[src/rtl/bk_pkg.sv]
// Shared types and sizing helpers for the nibble-serial Brent-Kung adder.
package bk_pkg;

    localparam int NIBBLE_W = 4;

    typedef enum logic [1:0] {
        IDLE = 2'd0,
        RUN  = 2'd1,
        DONE = 2'd2
    } bk_state_e;

    // Index width for a nibble counter; never narrower than one bit.
    function automatic int idx_width(input int nibbles);
        return (nibbles > 1) ? $clog2(nibbles) : 1;
    endfunction

endpackage

[src/rtl/brent_kung_cin.sv]
// 4-bit Brent-Kung prefix adder with carry-in; s[4] is the carry-out.
// Latency: combinational. Backpressure: none.
module brent_kung_cin (
    input  logic [5:0] a,
    input  logic [5:0] b,
    input  logic       cin,
    output logic [7:0] s
);
    logic [3:0] g;
    logic [3:0] p;
    logic [4:0] c;
    logic       g10, p10, g32, p32, g20, p20, g30, p30;
    logic       unused_ab;

    assign unused_ab = ^{a[5:4], b[5:4]};

    always_comb begin
        g   = a[3:0] & b[3:0];
        p   = a[3:0] ^ b[3:0];
        // Up-sweep builds pair and quad prefixes, down-sweep fills bit 2.
        g10 = g[1] | (p[1] & g[0]);
        p10 = p[1] & p[0];
        g32 = g[3] | (p[3] & g[2]);
        p32 = p[3] & p[2];
        g30 = g32 | (p32 & g10);
        p30 = p32 & p10;
        g20 = g[2] | (p[2] & g10);
        p20 = p[2] & p10;
        c[0] = cin;
        c[1] = g[0] | (p[0] & cin);
        c[2] = g10 | (p10 & cin);
        c[3] = g20 | (p20 & cin);
        c[4] = g30 | (p30 & cin);
        s    = {3'b000, c[4], p ^ c[3:0]};
    end

endmodule

[src/rtl/bk_serial_adder.sv]
// Multi-cycle WIDTH-bit adder: one 4-bit Brent-Kung slice per cycle, carry held in a flop.
// Latency: out_valid rises NIBBLES cycles after the accepting edge.
// Backpressure: in_ready only in IDLE; result held in DONE until out_ready.
module bk_serial_adder
    import bk_pkg::*;
#(
    parameter int WIDTH = 16
) (
    input  logic             clk,
    input  logic             rst_n,
    input  logic             in_valid,
    output logic             in_ready,
    input  logic [WIDTH-1:0] in_a,
    input  logic [WIDTH-1:0] in_b,
    input  logic             in_cin,
    output logic             out_valid,
    input  logic             out_ready,
    output logic [WIDTH-1:0] out_sum,
    output logic             out_cout,
    output logic             out_ovf,
    output logic             busy
);
    localparam int NIBBLES = WIDTH / NIBBLE_W;
    localparam int IDX_W   = idx_width(NIBBLES);
    localparam logic [IDX_W-1:0] LAST_IDX = IDX_W'(NIBBLES - 1);

    if ((WIDTH < NIBBLE_W) || ((WIDTH % NIBBLE_W) != 0)) begin : g_bad_width
        $error("bk_serial_adder: WIDTH must be a multiple of 4 and at least 4");
    end

    bk_state_e        state_q, state_d;
    logic [IDX_W-1:0] idx_q, idx_d;
    logic             carry_q, carry_d;
    logic [WIDTH-1:0] a_q, a_d, b_q, b_d, sum_q, sum_d;
    logic             cout_q, cout_d, ovf_q, ovf_d;

    logic [IDX_W+1:0] nib_base;
    logic [3:0]       a_nib, b_nib;
    logic [7:0]       slice_s;
    logic             unused_slice;

    assign nib_base     = {idx_q, 2'b00};
    assign a_nib        = a_q[nib_base +: NIBBLE_W];
    assign b_nib        = b_q[nib_base +: NIBBLE_W];
    assign unused_slice = ^slice_s[7:5];

    brent_kung_cin u_slice (
        .a   ({2'b00, a_nib}),
        .b   ({2'b00, b_nib}),
        .cin (carry_q),
        .s   (slice_s)
    );

    always_comb begin
        state_d = state_q;
        idx_d   = idx_q;
        carry_d = carry_q;
        a_d     = a_q;
        b_d     = b_q;
        sum_d   = sum_q;
        cout_d  = cout_q;
        ovf_d   = ovf_q;
        unique case (state_q)
            IDLE: begin
                if (in_valid) begin
                    a_d     = in_a;
                    b_d     = in_b;
                    carry_d = in_cin;
                    idx_d   = '0;
                    state_d = RUN;
                end
            end
            RUN: begin
                sum_d[nib_base +: NIBBLE_W] = slice_s[3:0];
                carry_d = slice_s[4];
                idx_d   = idx_q + IDX_W'(1);
                if (idx_q == LAST_IDX) begin
                    // Carry into the MSB is recovered from the MSB sum bit and its operands.
                    cout_d  = slice_s[4];
                    ovf_d   = slice_s[4] ^ (slice_s[3] ^ a_nib[3] ^ b_nib[3]);
                    idx_d   = '0;
                    state_d = DONE;
                end
            end
            DONE: begin
                if (out_ready) begin
                    state_d = IDLE;
                end
            end
            default: state_d = IDLE;
        endcase
    end

    always_ff @(posedge clk or negedge rst_n) begin
        if (!rst_n) begin
            state_q <= IDLE;
            idx_q   <= '0;
            carry_q <= 1'b0;
            a_q     <= '0;
            b_q     <= '0;
            sum_q   <= '0;
            cout_q  <= 1'b0;
            ovf_q   <= 1'b0;
        end else begin
            state_q <= state_d;
            idx_q   <= idx_d;
            carry_q <= carry_d;
            a_q     <= a_d;
            b_q     <= b_d;
            sum_q   <= sum_d;
            cout_q  <= cout_d;
            ovf_q   <= ovf_d;
        end
    end

    assign in_ready  = (state_q == IDLE);
    assign out_valid = (state_q == DONE);
    assign busy      = (state_q == RUN);
    assign out_sum   = sum_q;
    assign out_cout  = cout_q;
    assign out_ovf   = ovf_q;

endmodule
[config.mk]
export PLATFORM = sky130hd
export DESIGN_NAME = bk_serial_adder
export DESIGN_NICKNAME = d
export VERILOG_FILES = /design/src/rtl/bk_pkg.sv /design/src/rtl/brent_kung_cin.sv /design/src/rtl/bk_serial_adder.sv
export SDC_FILE = /design/constraint.sdc
export NUM_CORES = 1
export LEC_CHECK = 0
export ABC_AREA = 1
export BUFFER_PORTS_ARGS = -buffer_cell sky130_fd_sc_hd__buf_2
export CORE_ASPECT_RATIO = 0.5
export CORE_UTILIZATION = 30
export CTS_BUF_LIST = sky130_fd_sc_hd__clkbuf_8
export DETAILED_ROUTE_END_ITERATION = 8
export MAX_ROUTING_LAYER = met4
export PLACE_DENSITY = 0.48
export SLEW_MARGIN = 20
export SYNTH_ARGS = -nofsm -noshare
export SYNTH_HDL_FRONTEND = slang
export SYNTH_SLANG_ARGS = --single-unit
[constraint.sdc]
create_clock -name clk -period 3.9 [get_ports clk]
set_input_delay 0.195 -clock clk [delete_from_list [all_inputs] [get_ports clk]]
set_output_delay 0.195 -clock clk [all_outputs]
set_load 0.05 [all_outputs]
-- Word level (Yosys, flattened, before mapping)
Index checks and enable logic that the tools add are counted.
- bits in read-only memories: 0
- bits in latches: 0
- memories: 0
- bits in registers: 55
- memory bits (writable): 0
- word-level logic and storage cells: 62
- multiply operators: 0
- reductions and logical operators: 6
- magnitude comparators: 0
- add/sub/neg operators: 2
- equal/unequal tests: 6
- shift operators: 4
- mux-type cells: 10
- divide/modulo/power cells: 0
- bitwise operators: 26
- operators by type and width (operator ; count):
    $shiftx 16x5->4 ; 2
    $bwmux 16 ; 1
    $shift 4x6->16 const A ; 1
    $shiftx 4x6->16 ; 1
    $and 1x1->1 ; 12
    $mux 2 ; 5
    $or 1x1->1 ; 8
    $xor 4x4->4 ; 2
    $neg 4->6 ; 1
    $pmux 2 s3 ; 1
    $reduce_and 2->1 ; 3
    $and 4x4->4 ; 1
    $eq 2x2->1 const B ; 2
    $ne 2x1->1 const B ; 2
    $pmux 2 s2 ; 1
    $reduce_and 3->1 ; 1
    $xor 1x1->1 ; 3
    $add 2x1->2 const B ; 1
    $eq 2x1->1 const B ; 1
    $logic_not 2->1 ; 1
    $ne 2x2->1 const B ; 1
    $pmux 1 s2 ; 1
    $reduce_bool 2->1 ; 1
    $mux 1 ; 1

-- Logic depth before layout (Yosys ltp)
Gate-level depths: netlist of run 1.
- depth in word-level cells: 11
- gate-level depth with buffers: 17
- mapped depth without buffers: 16

-- Cells and area by module
Synthesis of run 1 repeated with hierarchy kept, for this count alone.
- cell total of the unflattened synthesis: 345
- area, all modules: 2798.9 um^2
- by module, submodules not included (module ; area an instance (um^2) ; instances ; cells each):
    bk_serial_adder ; 2580.0 ; 1 ; 309
    brent_kung_cin ; 219.0 ; 1 ; 36

-- Worst setup path after synthesis of run 1
Ideal clock, no wire load.
- path kind: reg2reg
- from: reg idx_q[0]
- to: reg ovf_q, in the netlist out_ovf
- data required time: 3782 ps
- buffers on the path: 3
- library setup time: 118 ps
- cell stages (with the launch flop): 17
- clock period less this slack: 2137 ps
- path slack: 1763 ps
- arrival: 2019 ps
- cell sequence: dfrtp_1 -> buf_6 -> buf_6 -> buf_2 -> nor2_1 -> o22ai_1 -> ha_1 -> nand2_1 -> nand2_1 -> nand2_1 -> nand2_1 -> nor2_2 -> nand3_2 -> nand2_1 -> nand2_1 -> nand3_1 -> nand2_1
- word-level cells in the longest chain between the ends: 11
- elaborated cells between the ends (all ways): 26
- those cells by class: 1 x eq/ne; 2 x shift; 22 x bitwise; 1 x reduce/logical
- RTL lines (element ; RTL line ; source):
    start, declared ; bk_serial_adder.sv:32 ; logic [IDX_W-1:0] idx_q, idx_d;
    start signal, assigned ; bk_serial_adder.sv:106 ; idx_q <= idx_d;
    $shiftx 16x5->4, on equally long branches ; bk_serial_adder.sv:43, bk_serial_adder.sv:44 ;
    $xor 4x4->4 / $and 4x4->4 (equally long branches) ; brent_kung_cin.sv:19, brent_kung_cin.sv:18 ;
    $and 1x1->1 ; brent_kung_cin.sv:21 ; g10 = g[1] | (p[1] & g[0]);
    $or 1x1->1 ; brent_kung_cin.sv:21 ;
    $and 1x1->1 ; brent_kung_cin.sv:27 ; g20 = g[2] | (p[2] & g10);
    $or 1x1->1 ; brent_kung_cin.sv:27 ;
    $or 1x1->1 ; brent_kung_cin.sv:32 ; c[3] = g20 | (p20 & cin);
    $xor 4x4->4 ; brent_kung_cin.sv:34 ; s = {3'b000, c[4], p ^ c[3:0]};
    $xor 1x1->1 (3 in series) ; bk_serial_adder.sv:80 ; ovf_d = slice_s[4] ^ (slice_s[3] ^ a_nib[3] ^ b_nib[3]);
    end signal, assigned ; bk_serial_adder.sv:112 ; ovf_q <= ovf_d;
    end, declared ; bk_serial_adder.sv:35 ; logic cout_q, cout_d, ovf_q, ovf_d;
Parallel ways exist; a longest one is shown, timed or not.
A chain may end at the register's enable or synchronous reset.

-- Worst setup path in the final report of run 1
Ends and elaborated chain as after synthesis.

==> results of run 1 <==
[cells in the final DEF (no fill, tap or decap), drive strengths merged]
master,instances
nand4,2
clkbuf,5
ha,10
inv,25
nand2,148
nor2,20
o22ai,7
o221ai,1
dfrtp,55
nand3,19
buf,59
xor2,1
fa,1
o31ai,5
nor3,2
o21ai,36
a21oi,1
xnor2,1
[power groups by stage]
| stage | Clock (mW) | Combinational, mW | Sequential, mW |
|---|---|---|---|
| global route | 0.334 | 2.27 | 1.05 |
| global placement | 0 | 2.00 | 1.03 |
| finish | 0.298 | 2.02 | 1.01 |
| CTS | 0.307 | 2.03 | 1.02 |
| floorplan | 0 | 1.47 | 1.12 |
| detailed placement | 0 | 2.02 | 1.03 |
[sequential cells by signal (all words and copies together) (netlist names)]
signal and flops:
out_sum 16, idx_q 2, a_q 16, out_ovf 1, state_q 2, b_q 16
carry_q 1, out_cout 1
[logic make-up after synthesis]
logic type | share of synthesized area, %
adders and majority gates | 5.06
DFF | 48.0
and+or+nand+nor | 29.6
AOI/OAI and AO/OA | 9.81
xor gates and xnor gates | 0.610
buffers and inverters | 6.93
[worst max-delay path by stage]
stage | cells after the start | slack (ns) | endpoint | start
6_report | 15 | 1.16 | out_ovf | idx_q[0]
5_1_grt | 15 | 0.83 | out_ovf | idx_q[0]
4_1_cts | 15 | 1.14 | out_ovf | idx_q[0]
3_5_place_dp | 15 | 1.17 | out_ovf | idx_q[0]
3_3_place_gp | 15 | 1.23 | out_ovf | idx_q[0]
2_1_floorplan | 16 | 1.76 | out_ovf | idx_q[0]
[critical path: cells and delay by family, from the launching register on]
family,cells,cell delay [ns]
buf+inv,3,0.46
fa+ha+maj,1,0.37
compound gates,2,0.26
simple gates,9,0.78
flops,1,0.76
[routing by layer]
metal | routed length (um) | vias up
li1 | - | 1212
met2 | 2760 | 33
met5 | 0 | -
met4 | 68 | 0
met3 | 214 | 6
met1 | 3850 | 1087
[cell type report]
type                    count  share of cell area [%]
clock buffers               5                    2.09
inverters                  24                    3.12
repair buffers             59                    9.12
multi-input cells         254                    39.3
flip-flops and latches     55                    41.8
clock inverters             1                   0.114
well taps                 117                    4.45
==> impl_metrics.toml, run 1 <==
[setup_path]
startpoint_type = "flop"
cp_slowest_cell = "dfrtp_1"
crit_type = "reg2reg"
cpMostUsedCell = "nand2_1"
rrSetupSlack_ns = 1.16
crit_chain = "buf_4, inv_12, o21ai_0, o22ai_1, ha_1, nand2_1, inv_1, nand2_1, nand2_1, nor2_2, nand3_2, nand2_1, nand2_1, nand3_1, nand2_1"
arrival_ns = 2.95
critical-path-max-stage-delay_ns = 0.76
r2r_start = "idx_q[0]"
cp_max_fo = 21
crit_path_end_kind = "flop"
reg2reg_depth = 15
r2r-end = "out_ovf"
required_ns = 4.11

[pwr]
cellPowerDensity_mw_per_mm2 = 1010
p_comb_share_pct = 60.7
seqPwrFrac_pct = 30.4
leakagePower_nw = 1.77
p_clk_share_pct = 9.0
power_switching_mw = 1.78
internal_power_mw = 1.55
power_mw = 3.33
ir_drop_mv = 0.326
swShare_pct = 53.4

[placed_design]
gp_congestion = 0.803
place_area_mm2 = 0.00322
port_buffers = 57
hpwl_um = 5180
pre_cts_slack_ns = 1.17
placed_cells = 509

[clock_tree]
cts_made_buffers = 5
hold_buffers = 0
cts_tree = "done"
cts-htree-levels = 2
cts.reportedPaths.clkPinSlew_ns = 0.10
cts_sinks = 55
cts_setup_buffers = 0
cts_resized = 0
clk-insertion-delay-late_ns = 0.31
cts_max_path_buffers = 2
cts-root-buf = "clkbuf_8"

[layout]
multi_input_area_mm2 = 0.00129
fillers = 965
drive_gt1_share_pct = 23.4
seq_area_mm2 = 0.00138
syn_to_final_growth_pct = 14.7
finish.instance_area_mm2 = 0.00329
nNetsFinal = 447
postLayoutCoreUtil_pct = 36.7
final_cells = 515
n_antenna_cell = 0

[synth]
synth_area_leader_cell = "dfrtp_1"
syn_nets = 394
async_flop_share_pct = 100
yosysWarningCount = 0
synth_seq_area_share_pct = 48.0
syn_inst = 346
netlist.area_leader.share_pct = 48.0
syn_area_per_cell_um2 = 8.30
yosys.cell_count.top_type = "nand2_1"
synth-edff-count = 0
synthFlopType = "dfrtp_1"
synth_cell_types = 29
yosys-top-cells-count = "136 x nand2_1, 55 x dfrtp_1, 21 x o21ai_1"
synth_area_mm2 = 0.00287
synth-seq-cells = 55
ys_top_cells_by_area = "dfrtp_1 48%, nand2_1 18%, ha_1 4.4%"

[global_route]
met1_usage_pct = 22.8
grtUsageMet3_pct = 3.45
busiest_layer = "met1"
grt_max_degree = 56
grt_pass1_wl_um = 12000
grt_util_met2_pct = 22.2
grt_overflow = 0
grt_pass1_vias = 2389
grt.total_usage_pct = 15.8
antenna_found_initial = 0

[sta]
fmax_ghz = 0.365
fin_crit_sh_pct = 70.3
period_minus_slack_ns = 2.74
relSlewSlack_pct = 53.3
worst_pin_slew_ns = 0.700
grt_setup_unrepaired = "no"
timing.final.hold_violations = 6
finalWorstSetupSlack_ns = 1.16
slew_viol_final = 0
setup_viol = 0
setup-tns-final_ns = 0
finClkSkew_ns = 0.00850
fin_hold_ws_ns = -0.00771

[detailed_routing]
route.detailed.drc = 0
viasPerCell = 4.54
drtAntennaViolNets = 0
drtIter0Drc = 170
firstDrtPassIters = 4
finalWirelength_um = 6890
num_vias = 2338
wl_per_cell_um = 13.4

[floorplanning]
die_area_mm2 = 0.00999
core-area_mm2 = 0.00898
num_io_pins = 58
die_y_um = 71.2
die_x_um = 140
start_util_pct = 32.0
num_rows = 24

[flow_run]
maxCapViolCount = 0

[hold_path]
min-delay-path-class = "in2async"

[run_status]
violations = "negative hold slack"
outcome = "finished with violations"
Note: power is estimated with default switching activity, not from simulation.
==> inputs of run 2 (changes only) <==
Settings changed: ABC_AREA 1 to 0.
Clock period 3.9 ns to 2.59 ns, I/O delays scaled along.
==> impl_metrics.toml, run 2 <==
[synth]
synth_area_mm2 = 0.00256
syn_nets = 234
synth-seq-cells = 55
synth_seq_area_share_pct = 53.7
synth_area_leader_cell = "dfrtp_1"
async_flop_share_pct = 100
syn_inst = 186
yosys-top-cells-count = "55 x dfrtp_1, 32 x mux2_2, 20 x nand2_1"
syn_area_per_cell_um2 = 13.8
yosys.cell_count.top_type = "dfrtp_1"
ys_top_cells_by_area = "dfrtp_1 54%, mux2_2 14%, mux4_2 5.3%"
yosysWarningCount = 0
synth_cell_types = 31
synthFlopType = "dfrtp_1"
netlist.area_leader.share_pct = 53.7
synth-edff-count = 0

[setup_path]
cp_max_fo = 5
startpoint_type = "flop"
critical-path-max-stage-delay_ns = 0.52
crit_path_end_kind = "flop"
crit_chain = "buf_4, mux4_2, ha_2, o21ai_1, o21bai_2, a21oi_2, xnor3_1, o21ai_1"
arrival_ns = 2.71
cpMostUsedCell = "o21ai_1"
required_ns = 2.84
cp_slowest_cell = "mux4_2"
crit_type = "reg2reg"

[placed_design]
hpwl_um = 4290
pre_cts_slack_ns = -0.0154
gp_congestion = 0.735
placed_cells = 362
port_buffers = 57

[floorplanning]
start_util_pct = 31.5
num_rows = 23
die_x_um = 133
core-area_mm2 = 0.00814
num_io_pins = 58
die_area_mm2 = 0.00894
die_y_um = 67.4

[detailed_routing]
drtIter0Drc = 56
route.detailed.drc = 0
num_vias = 1716
viasPerCell = 4.61
finalWirelength_um = 5630
wl_per_cell_um = 15.1
drtAntennaViolNets = 0
firstDrtPassIters = 4

[layout]
multi_input_area_mm2 = 0.00113
nNetsFinal = 307
layout_common_cells = "57 x buf_2, 53 x dfrtp_1, 32 x mux2_2, 20 x nand2_1, 14 x buf_4"
final_common_cell = "buf_2"
n_antenna_cell = 0
syn_to_final_growth_pct = 25.1
fillers = 792
drive_gt1_share_pct = 48.8
seq_area_mm2 = 0.00138
final_cells = 372

[clock_tree]
clk-insertion-delay-late_ns = 0.32
cts_made_buffers = 5
cts_tree = "done"
cts-root-buf = "clkbuf_8"
cts_max_path_buffers = 2
cts_setup_buffers = 0
cts-htree-levels = 2
cts.reportedPaths.clkPinSlew_ns = 0.11
cts_sinks = 55

[sta]
slew_viol_final = 0
grt_setup_unrepaired = "no"
setup_viol = 0
timing.final.hold_violations = 0
finalWorstSetupSlack_ns = 0.133
fin_crit_sh_pct = 94.9
relSlewSlack_pct = 66.6
finClkSkew_ns = 0.0136
period_minus_slack_ns = 2.46
fmax_ghz = 0.407
worst_pin_slew_ns = 0.501

[global_route]
grt.total_usage_pct = 14.2
grt_overflow = 0
antenna_found_initial = 0
grt_pass1_wl_um = 9170
grt_max_degree = 37
grt_pass1_vias = 1790

[hold_path]
min-delay-path-class = "in2reg"

[flow_run]
maxCapViolCount = 0

[run_status]
outcome = "complete, no violations"
## run 2: path summary, 6_finish.rpt
check	startpoint	to	slack, ns	depth (start not counted)
worst max-delay path	idx_q[0]	out_ovf	0.13	8
worst min-delay path	in_b[12]	b_q[12]	0.02	2
worst max register to register	idx_q[0]	out_ovf	0.13	8
worst min register to register	out_sum[0]	out_sum[0]	0.49	2
max in group asynchronous	rst_n	out_sum[0]	1.65	3
min in group asynchronous	rst_n	b_q[5]	0.29	2
## run 2: what timing repair did
item / CTS / global route
hold buffers: 2 / 0
endpoints found under the hold margin: 22 / 0
setup endpoints to repair: 1 / 1
pin swaps: 0 / 0
gates resized for setup: 1 / 6
## run 2: final cells by class
type / count / area share, %
Clock buffer: 6 / 2.58
Clock inverter: 2 / 1.21
Inverter: 4 / 0.468
Multi-Input combinational cell: 119 / 35.2
Sequential cell: 55 / 43.0
Tap cell: 112 / 4.37
Timing Repair Buffer: 74 / 13.1
## run 2: worst max-delay path, delay by kind of cell (launching register included)
| kind | cells | cell delay (ns) |
|---|---|---|
| buf+inv | 1 | 0.16 |
| compound gates | 4 | 0.56 |
| flops | 1 | 0.44 |
| mux | 1 | 0.52 |
| fa+ha+maj | 1 | 0.30 |
| xor+xnor | 1 | 0.41 |
## run 2: layer usage
layer	wire length, um	track usage [%]	up-vias
met3	217	3.68	9
met4	79	4.74	0
met1	2850	18.5	858
li1	-	-	818
met2	2490	21.6	31
met5	0	-	-
## run 2: stage by stage
stage	TNS (ns)	hold WS, ns	instance area [um2]	util (%)
2_1_floorplan	0	-0.166	2570	-
3_3_place_gp	0	0.117	3060	37.6
3_5_place_dp	-0.0154	0.128	3060	37.6
4_1_cts	0	0.0158	3210	39.4
5_1_grt	0	0.00942	3210	39.4
6_report	0	0.0240	3210	39.4
## run 2: cells by family after synthesis
| logic type | synth area share (%) |
|---|---|
| flops | 53.7 |
| mux | 21.4 |
| simple gates | 5.57 |
| compound gates | 8.79 |
| buf+inv | 2.34 |
| fa+ha+maj | 5.66 |
| xor+xnor | 2.54 |
Power of run 2 is not shown: default switching activity piles up to over one toggle a cycle in this logic, so the estimate is an artifact.
==> inputs of run 3 (changes only) <==
Settings changed: CORE_ASPECT_RATIO 0.5 to 1.4.
==> impl_metrics.toml, run 3 (synthesized netlist as in run 2, its figures left out) <==
[layout]
nNetsFinal = 304
finish.instance_area_mm2 = 0.00318
fillers = 821
layout_common_cells = "57 x buf_2, 54 x dfrtp_1, 32 x mux2_2, 20 x nand2_1, 12 x buf_4"
syn_to_final_growth_pct = 24.0
drive_gt1_share_pct = 48.2
final_common_cell = "buf_2"
n_antenna_cell = 0

[floorplanning]
die_area_mm2 = 0.00892
num_io_pins = 58
die_x_um = 80.1
start_util_pct = 31.3
num_rows = 39
die_y_um = 111
core-area_mm2 = 0.00820

[sta]
setup_viol = 0
fin_hold_ws_ns = 0.0348
relSlewSlack_pct = 40.7
fmax_ghz = 0.405
timing.final.hold_violations = 0
worst_pin_slew_ns = 0.890
setup-tns-final_ns = 0
fin_crit_sh_pct = 95.4
grt_setup_unrepaired = "no"
period_minus_slack_ns = 2.47
finClkSkew_ns = 0.00866
slew_viol_final = 0

[hold_path]
min-delay-path-class = "in2reg"

[placed_design]
place_area_mm2 = 0.00301
hpwl_um = 4120
port_buffers = 57
gp_congestion = 0.704

[flow_run]
maxCapViolCount = 0

[clock_tree]
cts.reportedPaths.clkPinSlew_ns = 0.10
clk-insertion-delay-late_ns = 0.32
cts-root-buf = "clkbuf_8"
cts_sinks = 55
cts_tree = "done"
cts_max_path_buffers = 2
cts-htree-levels = 2
cts_made_buffers = 5

[setup_path]
worst-path-buf-inv = 0
crit_chain = "mux4_2, ha_1, a211oi_2, o21bai_2, a21oi_2, xnor3_1, o21ai_1"
crit_path_end_kind = "flop"
startpoint_type = "flop"
path_delay_family = "compound AO/OA/AOI/OAI gates"
required_ns = 2.84
critical-path-max-stage-delay_ns = 0.53
cp_max_fo = 4
cp_slowest_cell = "mux4_2"
arrival_ns = 2.72
crit_type = "reg2reg"

[detailed_routing]
firstDrtPassIters = 4
num_vias = 1694
drtIter0Drc = 45
wl_per_cell_um = 15.7
route.detailed.drc = 0
finalWirelength_um = 5630
drtAntennaViolNets = 0
viasPerCell = 4.72

[global_route]
grt_pass1_wl_um = 9140
grt_pass1_vias = 1730
antenna_found_initial = 0
grt.total_usage_pct = 14.1
grt_max_degree = 39
grt_overflow = 0

[run_status]
outcome = "complete, no violations"
[run 3: metal layers]
metal	global-route usage (%)	part of all wire, %
met1	17.8	44
met2	22.3	51
met3	2.87	3.6
met4	5.00	1.6
met5	-	0
[run 3: final cells by class]
| cell class | count | area, um2 | area share, % |
|---|---|---|---|
| clock buffer | 6 | 82.6 | 2.60 |
| clock inverter | 2 | 35.0 | 1.10 |
| inverter | 4 | 15.0 | 0.473 |
| multi-input combinational | 119 | 1140 | 36.0 |
| sequential | 55 | 1380 | 43.4 |
| tap | 102 | 128 | 4.02 |
| timing repair buffer | 71 | 395 | 12.4 |
[run 3: final timing paths]
| check | from | to | slack, ns | cells after the start |
|---|---|---|---|---|
| max | idx_q[0] | out_ovf | 0.12 | 7 |
| min | in_b[5] | b_q[5] | 0.03 | 2 |
| max reg2reg | idx_q[0] | out_ovf | 0.12 | 7 |
| min reg2reg | out_sum[13] | out_sum[13] | 0.48 | 2 |
| max in group asynchronous | rst_n | b_q[8] | 1.43 | 3 |
| min in group asynchronous | rst_n | b_q[2] | 0.47 | 2 |
[run 3: worst register-to-register path: stages (launching register included)]
cell and delay, ns:
dfrtp_2 0.42, mux4_2 0.53, ha_1 0.35, a211oi_2 0.24, o21bai_2 0.13, a21oi_2 0.19, xnor3_1 0.41, o21ai_1 0.13
[run 3: stage by stage]
stage / worst slack (ns) / util, % / std cells
6_report: 0.118 / 38.8 / 359
5_1_grt: 0.0111 / 38.8 / 359
4_1_cts: 0.0114 / 38.5 / 358
3_5_place_dp: -0.0528 / 36.7 / 347
3_3_place_gp: -0.0184 / 36.7 / 347
2_1_floorplan: 0.0114 / - / 186
[run 3: repair_timing]
item / in CTS / in global routing
setup endpoints to repair: 1 / 1
gates resized for setup: 1 / 5
hold buffers: 2 / 0
buffers inserted: 1 / 1
pin swaps: 2 / 1
hold endpoints to repair: 37 / 0
Power of run 3 is left out for the same reason.
